**config.mk**
```make
export PLATFORM = sky130hd
export DESIGN_NAME = kb_scan_dev
export DESIGN_NICKNAME = d
export VERILOG_FILES = /design/src/rtl/kb_scan_dev.sv
export SDC_FILE = /design/constraint.sdc
export NUM_CORES = 1
export LEC_CHECK = 0
export CORE_MARGIN = 5
export CORE_UTILIZATION = 45
export DETAILED_ROUTE_END_ITERATION = 16
export GPL_TIMING_DRIVEN = 0
export PLACE_DENSITY_LB_ADDON = 0.2
export SKIP_CTS_REPAIR_TIMING = 1
export SLEW_MARGIN = 20
export SYNTH_ARGS = -nofsm -noshare
export SYNTH_HDL_FRONTEND = slang
export SYNTH_SLANG_ARGS = --single-unit
```
**constraint.sdc**
```tcl
create_clock -name clk -period 5.6 [get_ports clk]
set_input_delay 0.56 -clock clk [delete_from_list [all_inputs] [get_ports clk]]
set_output_delay 0.56 -clock clk [all_outputs]
set_load 0.01 [all_outputs]
```
**src/rtl/kb_scan_dev.sv**
```systemverilog
// 4x4 matrix keypad scanner with single-key debounce and a bus-readable event FIFO.
// Define KB_RELEASE_EVT_EN to also queue key-release events (bit 4 set).
module kb_scan_dev #(
    parameter int unsigned SCAN_DIV   = 1000,
    parameter int unsigned DEBOUNCE   = 4,
    parameter int unsigned FIFO_DEPTH = 4,
    localparam int unsigned IO_BUS_WIDTH_DATA = 32,
    localparam int unsigned DEVICE_NUM_KB_ROW = 4,
    localparam int unsigned DEVICE_NUM_KB_COL = 4
) (
    input  logic                         clk,
    input  logic                         rst,
    input  logic                         sel,
    input  logic                         we,
    input  logic [3:0]                   addr,
    input  logic [IO_BUS_WIDTH_DATA-1:0] wdata,
    output logic [IO_BUS_WIDTH_DATA-1:0] rdata,
    output logic [DEVICE_NUM_KB_ROW-1:0] row_en,
    input  logic [DEVICE_NUM_KB_COL-1:0] col_signal
);

    localparam int unsigned DIV_W = (SCAN_DIV > 1) ? $clog2(SCAN_DIV) : 1;
    localparam int unsigned PTR_W = $clog2(FIFO_DEPTH);
    localparam int unsigned CNT_W = PTR_W + 1;
    localparam int unsigned EVT_W = 5;

    typedef enum logic [1:0] {S_IDLE, S_DEB, S_HELD, S_REL} state_t;

    logic [DIV_W-1:0] r_div;
    logic [1:0]       r_row;
    logic             r_hit;
    logic [3:0]       r_code;
    logic             r_seen;
    state_t           r_state;
    logic [3:0]       r_cnt;
    logic [3:0]       r_cand;
    logic [EVT_W-1:0] r_mem [FIFO_DEPTH];
    logic [PTR_W-1:0] r_wptr;
    logic [PTR_W-1:0] r_rptr;
    logic [CNT_W-1:0] r_count;
    logic             r_ovf;

    logic             w_sample;
    logic             w_eos;
    logic [3:0]       w_low;
    logic [1:0]       w_first_col;
    logic             w_new_scan;
    logic             w_scan_hit;
    logic [3:0]       w_scan_code;
    logic             w_scan_seen;
    logic [3:0]       w_cnt_inc;
    logic             w_cnt_done;
    logic             w_push;
    logic [EVT_W-1:0] w_push_evt;
    logic             w_rd;
    logic             w_empty;
    logic             w_full;
    logic             w_pop;
    logic             w_store;
    logic             w_ovf_set;
    logic             w_ovf_clr;
    logic             w_unused_wdata;

    assign w_sample   = (r_div == DIV_W'(SCAN_DIV - 1));
    assign w_eos      = w_sample && (r_row == 2'd3);
    assign w_low      = ~col_signal;
    assign w_new_scan = (r_row == 2'd0);

    // Lowest-numbered low column in the active row
    always_comb begin
        w_first_col = 2'd0;
        for (int c = 3; c >= 0; c--) begin
            if (w_low[c]) w_first_col = 2'(c);
        end
    end

    // Scan results including the row being sampled this cycle
    assign w_scan_hit  = (!w_new_scan && r_hit) || (|w_low);
    assign w_scan_code = (!w_new_scan && r_hit) ? r_code : {r_row, w_first_col};
    assign w_scan_seen = (!w_new_scan && r_seen) ||
                         ((r_cand[3:2] == r_row) && w_low[r_cand[1:0]]);

    always_ff @(posedge clk) begin
        if (rst) begin
            r_div  <= '0;
            r_row  <= 2'd0;
            row_en <= 4'b1110;
            r_hit  <= 1'b0;
            r_code <= 4'd0;
            r_seen <= 1'b0;
        end else if (w_sample) begin
            r_div  <= '0;
            r_row  <= r_row + 2'd1;
            row_en <= ~(4'b0001 << 2'(r_row + 2'd1));
            r_hit  <= w_scan_hit;
            r_code <= w_scan_code;
            r_seen <= w_scan_seen;
        end else begin
            r_div  <= r_div + DIV_W'(1);
        end
    end

    assign w_cnt_inc  = r_cnt + 4'd1;
    assign w_cnt_done = (w_cnt_inc == 4'(DEBOUNCE));

    // Event generation on end-of-scan transitions
    always_comb begin
        w_push     = 1'b0;
        w_push_evt = '0;
        if (w_eos) begin
            case (r_state)
                S_IDLE: if (w_scan_hit && DEBOUNCE == 1) begin
                    w_push     = 1'b1;
                    w_push_evt = {1'b0, w_scan_code};
                end
                S_DEB: if (w_scan_seen && w_cnt_done) begin
                    w_push     = 1'b1;
                    w_push_evt = {1'b0, r_cand};
                end
`ifdef KB_RELEASE_EVT_EN
                S_HELD: if (!w_scan_seen && DEBOUNCE == 1) begin
                    w_push     = 1'b1;
                    w_push_evt = {1'b1, r_cand};
                end
                S_REL: if (!w_scan_seen && w_cnt_done) begin
                    w_push     = 1'b1;
                    w_push_evt = {1'b1, r_cand};
                end
`endif
                default: ;
            endcase
        end
    end

    always_ff @(posedge clk) begin
        if (rst) begin
            r_state <= S_IDLE;
            r_cnt   <= 4'd0;
            r_cand  <= 4'd0;
        end else if (w_eos) begin
            case (r_state)
                S_IDLE: if (w_scan_hit) begin
                    r_cand  <= w_scan_code;
                    r_cnt   <= 4'd1;
                    r_state <= (DEBOUNCE == 1) ? S_HELD : S_DEB;
                end
                S_DEB: if (w_scan_seen) begin
                    r_cnt <= w_cnt_inc;
                    if (w_cnt_done) r_state <= S_HELD;
                end else begin
                    r_state <= S_IDLE;
                end
                S_HELD: if (!w_scan_seen) begin
                    r_cnt   <= 4'd1;
                    r_state <= (DEBOUNCE == 1) ? S_IDLE : S_REL;
                end
                S_REL: if (w_scan_seen) begin
                    r_state <= S_HELD;
                end else begin
                    r_cnt <= w_cnt_inc;
                    if (w_cnt_done) r_state <= S_IDLE;
                end
                default: r_state <= S_IDLE;
            endcase
        end
    end

    assign w_rd      = sel && !we;
    assign w_empty   = (r_count == '0);
    assign w_full    = (r_count == CNT_W'(FIFO_DEPTH));
    assign w_pop     = w_rd && (addr == 4'h0) && !w_empty;
    assign w_store   = w_push && (!w_full || w_pop);
    assign w_ovf_set = w_push && w_full && !w_pop;
    assign w_ovf_clr = sel && we && (addr == 4'h4) && wdata[8];
    assign w_unused_wdata = ^{wdata[IO_BUS_WIDTH_DATA-1:9], wdata[7:0]};

    always_ff @(posedge clk) begin
        if (w_store) r_mem[r_wptr] <= w_push_evt;
    end

    always_ff @(posedge clk) begin
        if (rst) begin
            r_wptr  <= '0;
            r_rptr  <= '0;
            r_count <= '0;
            r_ovf   <= 1'b0;
        end else begin
            if (w_store) r_wptr <= r_wptr + PTR_W'(1);
            if (w_pop)   r_rptr <= r_rptr + PTR_W'(1);
            case ({w_store, w_pop})
                2'b10:   r_count <= r_count + CNT_W'(1);
                2'b01:   r_count <= r_count - CNT_W'(1);
                default: ;
            endcase
            // Set has priority over a same-cycle clear
            if (w_ovf_set)      r_ovf <= 1'b1;
            else if (w_ovf_clr) r_ovf <= 1'b0;
        end
    end

    always_ff @(posedge clk) begin
        if (rst) begin
            rdata <= '0;
        end else if (w_rd) begin
            case (addr)
                4'h0:    rdata <= w_empty ? '0 : {1'b1, 26'b0, r_mem[r_rptr]};
                4'h4:    rdata <= {23'b0, r_ovf, 3'b0, 5'(r_count)};
                default: rdata <= '0;
            endcase
        end
    end

endmodule

```
# Word-level counts from Yosys, hierarchy flattened
# Memories as Yosys holds them, arrays and structs flattened. A register that Yosys moved wholly into a read port is not among the register bits.
# Cells that the tools add are included.
[totals]
input_bits = 44
register_bits = 72
ramBits = 16
mem_count = 1
elab_cells = 110
[mem_list]
columns = ["name", "words", "word_bits", "rd", "rd_clocked_by_memory_dff", "write_ports", "line_no", "rtl"]
rows = [
  ["r_mem", 4, 4, 1, 1, 1, "37", "logic [EVT_W-1:0] r_mem [FIFO_DEPTH];"],
]
[op_classes]
n_mux = 34
n_lt_le_gt_ge = 1
shift = 1
n_eq_ne = 17
reduce_logical = 33
bitwise_logic = 2
n_addsub = 7
[op_table]
columns = ["op", "count"]
rows = [
  ["32-bit one-hot mux with 2 select lines", 1],
  ["32-bit 2-to-1 mux", 1],
  ["4-bit 2-to-1 mux", 8],
  ["2-bit 2-to-1 mux", 12],
  ["4-bit one-hot mux with 4 select lines", 1],
  ["1-bit logical AND", 14],
  ["10-bit by 1-bit adder with 10-bit output, second input constant", 1],
  ["10-bit == test, second input constant", 1],
  ["5-bit AND reduction", 2],
  ["2-bit == test, second input constant", 4],
  ["4-bit by 3-bit == test with 1-bit output, second input constant", 2],
  ["1-bit 2-to-1 mux", 8],
  ["2-bit != test, second input constant", 4],
  ["4-bit NOT", 2],
  ["2-bit one-hot mux with 4 select lines", 1],
  ["2-bit by 1-bit adder with 2-bit output, second input constant", 3],
  ["3-bit != test, second input constant", 2],
  ["3-bit one-hot mux with 2 select lines", 1],
  ["1-bit logical NOT", 5],
  ["4-bit by 1-bit adder with 4-bit output, second input constant", 1],
  ["2-bit by 1-bit == test with 1-bit output, second input constant", 2],
  ["2-bit logical NOT", 2],
  ["4-bit logical NOT", 1],
  ["2-bit nonzero test", 2],
  ["12 further kinds", 14],
]

# Logic depth before layout (Yosys ltp)
# Gate-level depths: netlist of run 1.
[depth]
depth_word = 12
depth_mapped = 11
depth_no_buf = 11

# Worst setup path before layout of run 1
# Ideal clock, no wire load.
[synth_path]
path_kind = "input port to flip-flop"
from = "in col_signal[3]"
to = "reg r_count[1]"
cell_stages = 9
n_path_buf = 0
setup_time_ns = 0.076
required_ns = 5.524
slack_ns = 2.614
arrival_ns = 2.911
cell_sequence = "mux4_2 -> o31a_4 -> nor3_4 -> nor3_1 -> fa_1 -> nor4b_1 -> a21oi_1 -> mux2_2 -> o22ai_1"
[synth_between]
elab_chain_cells = 12
word_cells_on_any_way = 14
classes_between = "2 x eq/ne; 6 x mux; 1 x bitwise; 5 x reduce/logical"
[synth_lines]
columns = ["element", "line_no", "rtl"]
rows = [
  ["start, declared", "19", "input logic [DEVICE_NUM_KB_COL-1:0] col_signal"],
  ["4-bit NOT (*)", "66", "assign w_low = ~col_signal;"],
  ["1-bit binary-select mux with 2-bit select (*)", "81", "((r_cand[3:2] == r_row) && w_low[r_cand[1:0]]);"],
  ["1-bit 2-to-1 mux (not written as such) (*)", "81", ""],
  ["1-bit logical AND (*)", "81", ""],
  ["1-bit logical OR (*)", "80", "assign w_scan_seen = (!w_new_scan && r_seen) ||"],
  ["1-bit logical AND (*)", "116", "S_DEB: if (w_scan_seen && w_cnt_done) begin"],
  ["1-bit 2-to-1 mux (*)", "116", ""],
  ["1-bit 2-to-1 mux (*)", "111", "case (r_state)"],
  ["1-bit 2-to-1 mux (*)", "110", "if (w_eos) begin"],
  ["1-bit logical AND (*)", "172", "assign w_store = w_push && (!w_full || w_pop);"],
  ["2-bit by 1-bit == test with 1-bit output / 2-bit == test (equally long branches)", "190", "case ({w_store, w_pop})"],
  ["3-bit one-hot mux with 2 select lines / 2-bit nonzero test (equally long branches)", "--", ""],
  ["end signal, assigned", "191", "2'b10: r_count <= r_count + CNT_W'(1);"],
  ["end signal, assigned", "192", "2'b01: r_count <= r_count - CNT_W'(1);"],
  ["end, declared", "40", "logic [CNT_W-1:0] r_count;"],
]
# Mark *: on every way between the ends. The rest lies on a longest branch, timed or not. The select of a mux whose other input is x is not followed.
# A chain may end at the register's enable or synchronous reset.

# Worst setup path after layout of run 1
# Ends and elaborated chain as after synthesis.

==> flow_summary.rst, run 1 <==
.. list-table::
   :header-rows: 1

   * - Metric
     - Value
   * - Run status
     - finished clean
   * - Die Area
     - between 9000 and 10000 sq um
   * - GPL Wtd Cong
     - around 0.8
   * - Number of warning messages in the yosys log
     - 0
   * - Required @ worst endpoint
     - slightly below 6 ns
   * - Post-synth top flop
     - dfxtp_1
   * - Number of diodes
     - 0
   * - Number of design rule violations left after detail routing
     - 0
   * - Wire length of the first global-routing pass
     - 11400 um
   * - Type of the worst min-delay path
     - flip-flop to flip-flop
   * - Via count normalized by instance count
     - between 5 and 6
   * - Main area contributors after synthesis
     - dfxtp_1 (29%), edfxtp_1 (14%), buf_4 (5.8%)
   * - Initial antenna violation count
     - 0
   * - Clk pin slew, worst setup/hold paths
     - 0.06 ns
   * - Worst slew pin tran
     - 0.704 ns
   * - Die Height
     - 96.3 um
   * - Crit path capture type
     - flip-flop
   * - Max frequency
     - around 290 MHz
   * - Initial core utilization
     - 0.462
   * - Iteration-0 DRC Markers
     - 140
   * - CTS Buf Count
     - 9
   * - Fin. max-slew vios
     - 0
   * - Clock buffer depth
     - 2
   * - Fraction of final layout cells sized beyond drive strength 1
     - 0.126
   * - Peak ir drop on the vdd network
     - about 130 uV
   * - Number of placed I/O pins
     - 80
   * - Synthesized area
     - roughly 3400 sq um
   * - RSZ-0062 raised after global routing
     - no
   * - CP Class
     - primary input to flip-flop
   * - Clock Skew
     - between 0.005 and 0.006 ns
   * - Total global-route track usage
     - 0.159
   * - Leak
     - about 1.4 nW
   * - Insertion delay of the later-clocked pin in the worst-skew pair
     - 0.33 ns
   * - Vias in the first global route
     - roughly 2.5k
   * - Total negative slack for setup checks
     - 0 ns
   * - Post-synthesis to final-layout area growth
     - 17.4%
   * - Power Density
     - 216 nW/um^2
   * - Unique cell type count in the Yosys netlist
     - roughly 60
   * - Total of endpoints with negative setup slack in the final report
     - 0
   * - Max-cap violations
     - 0
   * - Number of enable flip-flop cells after synthesis
     - 16
   * - H-Tree Level Count
     - 3
   * - Core footprint
     - 7250 sq um
   * - CTS tree
     - built
   * - Data arrival, critical path
     - 3.66 ns
   * - Critical path startpoint category
     - primary input
   * - Pin count of the biggest net entering global routing
     - 11
   * - Total wirelength of the detailed-routed design
     - between 6000 and 7000 um
   * - Remaining Overflow, GRT
     - 0
   * - Vias post-DR
     - roughly 2.6k
   * - Chip Width
     - 96.3 um
   * - Crit Path Max Fanout
     - 8
   * - Routed WL per cell
     - approximately 13 um
   * - Remaining max-slew budget at the tightest pin
     - 0.527
   * - Row cnt
     - 31
   * - Post-route antenna net violation count
     - 0
   * - Ys async rst share
     - 0
   * - Sequential element share of the synthesized area
     - 0.430
   * - Final Cell Area
     - a little under 4000 sq um
   * - Cell taking the most area after synthesis
     - dfxtp_1
   * - Share of Yosys cell area claimed by the top area cell type
     - 0.286
   * - Placed instance area
     - between 3000 and 4000 sq um
   * - Initial DRT Pass Iterations
     - 4
   * - Synthesized instance count
     - 358
   * - IO buf count
     - 21
   * - Sink count of the clock tree
     - 64
   * - Hold violation total from the final report
     - 0
   * - Syn_area_per_cell
     - between 9 and 10 sq um
   * - Share of the clock period used by the worst path
     - 0.608
   * - Final #Nets
     - about 470
   * - Crit path time final
     - roughly 3.4 ns
   * - Buffer type at the clock tree root
     - clkbuf_8
   * - Flip-flop and latch count after synthesis
     - 64
   * - Detailed Place HPWL
     - about 5000 um
==> critical path, stage by stage <==
cell,delay (ns)
clkdlybuf4s50_1,0.46
mux4_2,0.58
o31a_4,0.36
nor3_4,0.36
nor3_1,0.11
fa_1,0.52
nor4b_1,0.24
a21oi_1,0.07
mux2_2,0.29
o22ai_1,0.12
==> worst paths after layout <==
path / startpoint / endpoint / slack [ns] / depth (start not counted)
hold reg to reg: r_div[0]$_SDFF_PP0_ / r_div[0]$_SDFF_PP0_ / 0.46 / 1
setup / recovery: col_signal[3] / r_count[1]$_SDFFE_PP0P_ / 2.19 / 10
setup reg to reg: r_cand[0]$_SDFFE_PP0P_ / r_count[1]$_SDFFE_PP0P_ / 2.49 / 9
hold / removal: r_div[0]$_SDFF_PP0_ / r_div[0]$_SDFF_PP0_ / 0.46 / 1
==> area by class of cell <==
type	count	area (sq um)
buffer	43	260
clock buffer	11	131
inverter	9	33.8
fill	697	3320
sequential	64	1440
clock inverter	5	23.8
tap	99	124
multi-input combinational	267	1710
timing repair buffer	21	210
==> Yosys cell counts (2+ instances only) <==
library cell / count
a211o_1: 3
a211oi_1: 6
a21oi_1: 21
a31oi_1: 2
and2_1: 10
and3_1: 5
buf_1: 2
buf_4: 26
clkbuf_1: 14
dfxtp_1: 48
edfxtp_1: 16
ha_1: 11
inv_1: 9
mux2i_1: 3
mux4_2: 5
nand2_1: 22
nand2b_1: 4
nand3_1: 13
nand4_1: 4
nand4bb_1: 2
nor2_1: 47
nor2b_1: 3
nor3_1: 9
nor3b_1: 2
nor4_1: 3
nor4_2: 2
o21ai_0: 11
o21ai_1: 5
o221ai_1: 2
o31ai_1: 3
or3_1: 7
or4_1: 2
xnor2_1: 4
xor2_1: 7
==> where the power goes <==
group          leakage (nW)  total (mW)  internal, mW  switching (mW)
Clock                0.0758       0.320         0.155           0.164
Combinational         0.829      0.0557        0.0256          0.0301
Sequential            0.497       0.475         0.473         0.00181
Total                  1.40       0.850         0.654           0.196
==> registers in the layout, indices dropped and copies added, names as in the netlist, named ones only <==
| signal | flops |
|---|---|
| r_state | 1 |
| rdata | 6 |
| r_rptr | 2 |
| r_seen | 1 |
| r_row | 2 |
| r_wptr | 2 |
| r_cand | 4 |
| r_div | 10 |
| r_code | 4 |
| row_en | 4 |
| r_count | 3 |
| r_ovf | 1 |
| r_cnt | 4 |
| r_mem | 16 |
| r_hit | 1 |
==> metal layers <==
layer  part of all wire  global-route usage  up-vias
met4              0.015              0.0678        0
met3              0.047              0.0328        9
met2               0.45               0.250       63
met1               0.49               0.213     1236
met5                  0                   0        -
li1                   -                   -     1335
==> through the flow <==
step / utilization / power, mW / hold WS (ns) / instances / setup WS [ns]
2_1_floorplan: - / 0.524 / 0.430 / 383 / 2.61
3_3_place_gp: 0.521 / 0.539 / 0.445 / 503 / 1.93
3_5_place_dp: 0.521 / 0.540 / 0.453 / 503 / 1.87
4_1_cts: 0.543 / 0.859 / 0.465 / 519 / 2.22
5_1_grt: 0.543 / 0.888 / 0.485 / 519 / 2.04
6_report: 0.543 / 0.850 / 0.459 / 519 / 2.19
==> cells by family (layout without fill, tap and decap cells) <==
logic type / count (synthesis) / after routing / share of synthesized area
AOI/OAI and AO/OA: 68 / 68 / 0.141
buffers and inverters: 52 / 89 / 0.0877
DFF: 64 / 64 / 0.430
and+or+nand+nor: 141 / 141 / 0.219
xor gates and xnor gates: 11 / 11 / 0.0287
muxes: 9 / 9 / 0.0459
adders and majority gates: 12 / 12 / 0.0470
other: 1 / 26 / 0.00112
==> layout by cell type, fill, tap and decap left out, types with 3 or more instances in the layout <==
cell             netlist  final
dfxtp_1               48     48
nor2_1                47     47
buf_4                 26     26
conb_1                 1     26
nand2_1               22     22
a21oi_1               21     21
clkdlybuf4s50_1        0     21
clkbuf_1              14     16
edfxtp_1              16     16
nand3_1               13     13
o21ai_0               11     11
ha_1                  11     11
and2_1                10     10
inv_1                  9      9
nor3_1                 9      9
clkbuf_8               0      9
or3_1                  7      7
xor2_1                 7      7
a211oi_1               6      6
mux4_2                 5      5
and3_1                 5      5
o21ai_1                5      5
nand2b_1               4      4
nand4_1                4      4
xnor2_1                4      4
nor2b_1                3      3
a211o_1                3      3
o31ai_1                3      3
mux2i_1                3      3
nor4_1                 3      3
clkinv_1               0      3
Power figures use the tool's default switching activity.
==> run 2, diff against run 1 <==
==> constraint.sdc (replaced) <==
create_clock -name clk -period 3.55 [get_ports clk]
set_input_delay 0.355 -clock clk [delete_from_list [all_inputs] [get_ports clk]]
set_output_delay 0.355 -clock clk [all_outputs]
set_load 0.01 [all_outputs]
==> results of run 2 <==
Same layout as run 1 (identical final DEF). Status: finished clean.
Main changes from that run: setup slack after placement 1.87 ns -> 0.0257 ns; setup slack after layout 2.19 ns -> 0.349 ns; register-to-register setup slack 2.49 ns -> 0.44 ns; total power 0.850 mW -> 1.34 mW; worst IR drop on VDD 128 uV -> 202 uV
==> run 3, diff against run 2 <==
--- a/config.mk
+++ b/config.mk
@@ -7,6 +7,7 @@
 export LEC_CHECK = 0
 export CORE_MARGIN = 5
 export CORE_UTILIZATION = 45
+export CTS_CLUSTER_SIZE = 30
 export DETAILED_ROUTE_END_ITERATION = 16
 export GPL_TIMING_DRIVEN = 0
 export PLACE_DENSITY_LB_ADDON = 0.2
==> results of run 3 <==
Same layout as run 1 (identical final DEF). Status: finished clean.
Main changes from that run: setup slack after placement 1.87 ns -> 0.0257 ns; setup slack after layout 2.19 ns -> 0.349 ns; register-to-register setup slack 2.49 ns -> 0.44 ns; total power 0.850 mW -> 1.34 mW; worst IR drop on VDD 128 uV -> 202 uV
